File: src/rtl/fu_div_pkg.sv
// Shared types and constants for the EX-stage iterative divider scheduler.
package fu_div_pkg;

  typedef enum logic [1:0] {
    DIV_W  = 2'b00,
    MOD_W  = 2'b01,
    DIV_WU = 2'b10,
    MOD_WU = 2'b11
  } div_op_t;

  typedef enum logic [1:0] {
    IDLE  = 2'd0,
    RUN_A = 2'd1,
    RUN_B = 2'd2,
    DONE  = 2'd3
  } div_state_t;

  localparam int          DIV_ITER = 32;
  localparam logic [31:0] DIV0_Q   = 32'hFFFF_FFFF;

  function automatic logic op_signed(input div_op_t op);
    return !op[1];
  endfunction

  function automatic logic op_is_rem(input div_op_t op);
    return op[0];
  endfunction

endpackage

File: src/rtl/fu_div_div_step.sv
// One combinational restoring-divide iteration: shift in the next dividend bit,
// subtract the divisor if it fits, and record the quotient bit.
module div_step #(
  parameter int DATA_W = 32
) (
  input  logic [DATA_W-1:0] rem,
  input  logic [DATA_W-1:0] quot,
  input  logic [DATA_W-1:0] divisor,
  output logic [DATA_W-1:0] rem_next,
  output logic [DATA_W-1:0] quot_next
);

  logic [DATA_W:0] shifted;
  logic [DATA_W:0] diff;

  assign shifted = {rem, quot[DATA_W-1]};
  assign diff    = shifted - {1'b0, divisor};

  // rem < divisor keeps shifted < 2*divisor, so diff's top bit is a clean borrow flag
  always_comb begin
    rem_next  = shifted[DATA_W-1:0];
    quot_next = {quot[DATA_W-2:0], 1'b0};
    if (!diff[DATA_W]) begin
      rem_next  = diff[DATA_W-1:0];
      quot_next = {quot[DATA_W-2:0], 1'b1};
    end
  end

endmodule

File: src/rtl/fu_div_ctrl.sv
// Shared iterative divider sequencer for issue slots A and B (A served first).
// Optional macro DIV_EARLY_OUT_EN: finish a slot in one cycle when divisor is 0 or exceeds the dividend.
//
// state | meaning
// IDLE  | waiting for a request; accept latches both slots
// RUN_A | iterating slot A, counter 0..ITER-1
// RUN_B | iterating slot B, counter 0..ITER-1
// DONE  | stall released, valid pulse for each latched slot
module fu_div_ctrl
  import fu_div_pkg::*;
#(
  parameter int DATA_W = 32,
  parameter int ITER   = DIV_ITER
) (
  input  logic              clk,
  input  logic              rstn,
  input  logic              EX_flush,
  input  logic              EX_div_req_a,
  input  logic [1:0]        EX_div_op_a,
  input  logic [DATA_W-1:0] EX_div_src_a1,
  input  logic [DATA_W-1:0] EX_div_src_a2,
  input  logic              EX_div_req_b,
  input  logic [1:0]        EX_div_op_b,
  input  logic [DATA_W-1:0] EX_div_src_b1,
  input  logic [DATA_W-1:0] EX_div_src_b2,
  output logic              EX_div_stall,
  output logic              EX_div_valid_a,
  output logic [DATA_W-1:0] EX_div_result_a,
  output logic              EX_div_valid_b,
  output logic [DATA_W-1:0] EX_div_result_b
);

  localparam int CNT_W = $clog2(ITER);

  div_state_t        state_q, state_d;
  logic [CNT_W-1:0]  cnt_q;
  logic              lat_req_a, lat_req_b;
  div_op_t           op_a_q, op_b_q;
  logic [DATA_W-1:0] src_a1_q, src_a2_q, src_b1_q, src_b2_q;
  logic [DATA_W-1:0] rem_q, quot_q;
  logic              accept, running, last, early, cur_b;
  div_op_t           cur_op;
  logic [DATA_W-1:0] n, d, n_mag, d_mag;
  logic              n_neg, d_neg, div0;
  logic [DATA_W-1:0] step_rem, step_quot, rem_next, quot_next, res;

  assign cur_b   = (state_q == RUN_B);
  assign running = (state_q == RUN_A) || (state_q == RUN_B);
  assign cur_op  = cur_b ? op_b_q   : op_a_q;
  assign n       = cur_b ? src_b1_q : src_a1_q;
  assign d       = cur_b ? src_b2_q : src_a2_q;
  assign n_neg   = op_signed(cur_op) & n[DATA_W-1];
  assign d_neg   = op_signed(cur_op) & d[DATA_W-1];
  assign n_mag   = n_neg ? -n : n;
  assign d_mag   = d_neg ? -d : d;
  assign div0    = (d == '0);

  // Counter 0 is the slot's first iteration: seed the step from the operands, not stale regs
  assign step_rem  = (cnt_q == '0) ? '0    : rem_q;
  assign step_quot = (cnt_q == '0) ? n_mag : quot_q;

  div_step #(.DATA_W(DATA_W)) u_step (
    .rem       (step_rem),
    .quot      (step_quot),
    .divisor   (d_mag),
    .rem_next  (rem_next),
    .quot_next (quot_next)
  );

`ifdef DIV_EARLY_OUT_EN
  assign early = (cnt_q == '0) && (div0 || (d_mag > n_mag));
`else
  assign early = 1'b0;
`endif

  assign last = early || (cnt_q == CNT_W'(ITER - 1));

  always_comb begin
    res = (n_neg ^ d_neg) ? -quot_next : quot_next;
    if (op_is_rem(cur_op))
      res = n_neg ? -rem_next : rem_next;
    if (div0)
      res = op_is_rem(cur_op) ? n : DIV0_Q[DATA_W-1:0];
    else if (early)
      res = op_is_rem(cur_op) ? n : '0;
  end

  always_comb begin
    state_d      = state_q;
    accept       = 1'b0;
    EX_div_stall = 1'b0;
    case (state_q)
      IDLE: begin
        if ((EX_div_req_a || EX_div_req_b) && !EX_flush) begin
          accept       = 1'b1;
          EX_div_stall = 1'b1;
          state_d      = EX_div_req_a ? RUN_A : RUN_B;
        end
      end
      RUN_A: begin
        EX_div_stall = 1'b1;
        if (last) state_d = lat_req_b ? RUN_B : DONE;
      end
      RUN_B: begin
        EX_div_stall = 1'b1;
        if (last) state_d = DONE;
      end
      DONE:    state_d = IDLE;
      default: state_d = IDLE;
    endcase
    if (EX_flush) state_d = IDLE;
  end

  assign EX_div_valid_a = (state_q == DONE) && lat_req_a && !EX_flush;
  assign EX_div_valid_b = (state_q == DONE) && lat_req_b && !EX_flush;

  always_ff @(posedge clk or negedge rstn) begin
    if (!rstn) begin
      state_q         <= IDLE;
      cnt_q           <= '0;
      lat_req_a       <= 1'b0;
      lat_req_b       <= 1'b0;
      op_a_q          <= DIV_W;
      op_b_q          <= DIV_W;
      src_a1_q        <= '0;
      src_a2_q        <= '0;
      src_b1_q        <= '0;
      src_b2_q        <= '0;
      rem_q           <= '0;
      quot_q          <= '0;
      EX_div_result_a <= '0;
      EX_div_result_b <= '0;
    end else begin
      state_q <= state_d;
      if (EX_flush || accept || (running && last))
        cnt_q <= '0;
      else if (running)
        cnt_q <= cnt_q + CNT_W'(1);
      if (accept) begin
        lat_req_a <= EX_div_req_a;
        lat_req_b <= EX_div_req_b;
        op_a_q    <= div_op_t'(EX_div_op_a);
        op_b_q    <= div_op_t'(EX_div_op_b);
        src_a1_q  <= EX_div_src_a1;
        src_a2_q  <= EX_div_src_a2;
        src_b1_q  <= EX_div_src_b1;
        src_b2_q  <= EX_div_src_b2;
      end
      if (running) begin
        rem_q  <= rem_next;
        quot_q <= quot_next;
      end
      if (running && last && !EX_flush) begin
        if (cur_b) EX_div_result_b <= res;
        else       EX_div_result_a <= res;
      end
    end
  end

endmodule

File: config.mk
export PLATFORM = sky130hd
export DESIGN_NAME = fu_div_ctrl
export DESIGN_NICKNAME = d
export VERILOG_FILES = /design/src/rtl/fu_div_pkg.sv /design/src/rtl/fu_div_div_step.sv /design/src/rtl/fu_div_ctrl.sv
export SDC_FILE = /design/constraint.sdc
export NUM_CORES = 1
export LEC_CHECK = 0
export CORE_MARGIN = 3
export CORE_UTILIZATION = 58
export DETAILED_ROUTE_END_ITERATION = 8
export GPL_ROUTABILITY_DRIVEN = 1
export GPL_TIMING_DRIVEN = 0
export PLACE_DENSITY = 0.89
export SLEW_MARGIN = 40
export SYNTH_ARGS = -nofsm -noshare
export SYNTH_HDL_FRONTEND = slang
export SYNTH_SLANG_ARGS = --single-unit
File: constraint.sdc
create_clock -name clk -period 12.7 [get_ports clk]
set_input_delay 1.27 -clock clk [delete_from_list [all_inputs] [get_ports clk]]
set_output_delay 1.27 -clock clk [all_outputs]
set_load 0.005 [all_outputs]
==> out/summary.txt <==
Status: finished clean
Vias/cell: 6.83
Hold Slack: 0.479 ns
Drc violations: 0
Synth cell types: 105
Synthesis warning total: 0
Worst setup margin: 0.594 ns
WL final: 73500 µm
Syn Area/Cell: 8.99 µm²
Register area share after synthesis: 35.3%
Post-synth top cells: dfrtp_1, nand2_1, nor2_1, mux2_2, a21oi_1
IO Pins: 204
Synth Instances: 2120
Nets@finish: 2538
GRT Util Overall: 40.8%
Synth top area share: 35.3%
Fin crit period: 12.11 ns
Largest net degree at the start of global routing: 79
Critical Path End Type: flop
Final Slew Violations: 0
Num rows: 65
Top cells by area, synth: dfrtp_1, mux2_2, a21oi_1
Die H: 187 µm
Die Width: 187 µm
Post-CTS setup buffers: 0
Master of the slowest instance on the critical path: buf_2
CTS sink count: 269
Mapped Nets: 2303
Max Fclk: 82.6 MHz
Crit path kind: flop to flop
WL/cell: 26.1 µm
Worst Skew: 0.0218 ns
Vias in the first global route: 18.8k
H-tree depth: 1
Post-synth EDFFs: 0
Unrepaired setup endpoints after global routing: false
Final period utilization: 95.3%
Initial drt markers: 2797
Slew HR: 37.1%
Via count: 19.2k
Initial antenna violation count: 2
Die ar.: 0.0351 mm²
Worst-Margin Slew: 0.943 ns
Setup tns final: 0 ns
Initial core utilization: 59.6%
Critical path arrival: 12.56 ns
Global route overflow: 0
R2R Setup Slk: 0.59 ns
Yosys top cell by area: dfrtp_1
Multi-input logic area: 0.0116 mm²
CTS max path bufs: 3
First-pass GRT wire length: 112000 µm
ANT nets after route: 0
Buffers on Ports: 203
Fill cells: 2332
Post-CTS Hold Fix Bufs: 0
Reg clk slew, reported paths: 0.07 ns
Synth Flop Type: dfrtp_1
CTS tree: yes
CP Max Fanout: 28
Num CTS Buffers: 29
Fin. Hold Viols: 0
Area grow syn2layout: 19.5%
Max-cap violations: 0
Drt first pass iters: 7
Count of final setup violators: 0
Worst hold path type: flop to flop
CP required: 13.15 ns
Post-place setup slack: -0.261 ns
CTS Root Buffer Type: clkbuf_16
Synthesized area: 0.0191 mm²
Detailed Place HPWL: 55900 µm
FFs w/ async S/R, synth: 100%
Routability Congestion: 1.04
CP peak stage delay: 0.55 ns
Type of origin of the critical path: flop
Share of layout cells above drive strength 1: 14.1%
Core Region: 0.0320 mm²
Register area: 0.00673 mm²
Most numerous cell in the Yosys netlist: dfrtp_1
Worst skew pair latency: 0.60 ns
Seq cells post-synth: 269
==> worst max-delay path: cells and delay by family (launching register included) <==
family,cells,cell delay (ns)
and+or+nand+nor,9,2.17
AOI/OAI and AO/OA,9,1.87
adders and majority gates,4,0.84
xor gates and xnor gates,3,0.83
DFF,1,0.44
buffers and inverters,18,5.42
muxes,1,0.32
==> final cells by class <==
| class | instances | area share [%] |
|---|---|---|
| antenna | 1 | 0.0110 |
| buffer | 130 | 2.72 |
| clock buffer | 36 | 3.52 |
| clock inverter | 17 | 1.05 |
| inverter | 30 | 0.494 |
| multi-input combinational | 1689 | 50.9 |
| sequential | 269 | 29.6 |
| tap | 435 | 2.39 |
| timing repair buffer | 206 | 9.31 |
==> sequential cells by signal (all words and copies together), names as in the netlist <==
signal / count
EX_div_result_a: 32
EX_div_result_b: 32
cnt_q: 5
lat_req_a: 1
lat_req_b: 1
op_a_q: 2
op_b_q: 2
quot_q: 32
rem_q: 32
src_a1_q: 32
src_a2_q: 32
src_b1_q: 32
src_b2_q: 32
state_q: 2
==> timing repair <==
item / 4_1_cts / 5_1_grt
setup endpoints to repair: 19 / 28
cloned: 0 / 0
gates resized for setup: 2 / 1
==> cells in the final DEF, fill, tap and decap left out, types with 11 or more instances in the layout <==
cell type,instances
dfrtp_1,269
o211ai_1,16
and4_1,11
and2_1,36
o22ai_1,15
o21a_1,15
mux2_2,173
clkdlybuf4s50_1,202
nor3_1,60
mux2i_1,69
a21o_1,13
ha_1,45
nor4_1,24
clkbuf_16,29
and3_1,19
or3_1,20
nand4_1,17
a211oi_1,24
a21oi_1,170
nand3_1,30
nand2_1,204
xnor2_1,50
clkbuf_1,79
nand2b_1,12
buf_2,25
nor3b_1,11
nor2_1,201
o21ai_0,121
o31ai_1,27
inv_1,30
xor2_1,62
o21ai_1,15
a31oi_1,31
==> stage by stage <==
stage,utilization (%),area [µm²],std cells
2_1_floorplan,-,19100,2120
3_3_place_gp,67.7,21600,2758
5_1_grt,71.3,22800,2813
6_report,71.3,22800,2813
3_5_place_dp,68.0,21700,2761
4_1_cts,71.3,22800,2814
==> cell families (layout without fill, tap and decap cells) <==
family	count (synthesis)	in the layout	share of synthesized area (%)
adder cells (fa/ha/maj)	46	46	3.06
XOR/XNOR	112	112	5.15
buffers and inverters	162	419	3.87
flip-flops	269	269	35.3
multiplexers	244	244	14.0
AO/OA/AOI/OAI	561	561	19.2
AND/OR/NAND/NOR	726	726	19.5
other	0	1	0
==> worst paths after layout <==
path	cells past startpoint	to	startpoint
max in group asynchronous	2	src_b2_q[24]	rstn
worst min register to register	2	EX_div_result_b[16]	EX_div_result_b[16]
worst min-delay path	2	EX_div_result_b[16]	EX_div_result_b[16]
min in group asynchronous	1	src_b1_q[9]	rstn
worst max register to register	44	EX_div_result_a[28]	state_q[0]
worst max-delay path	44	EX_div_result_a[28]	state_q[0]
==> layer usage <==
layer / wire length [µm] / vias to the layer above / global-route usage (%)
li1: - / 8250 / -
met1: 29300 / 9283 / 56.9
met2: 31900 / 1421 / 61.6
met3: 8740 / 270 / 8.98
met4: 3610 / 2 / 16.9
met5: 13 / - / 0
Power is not shown: default switching activity piles up to over one toggle a cycle in this logic, so the estimate is an artifact.
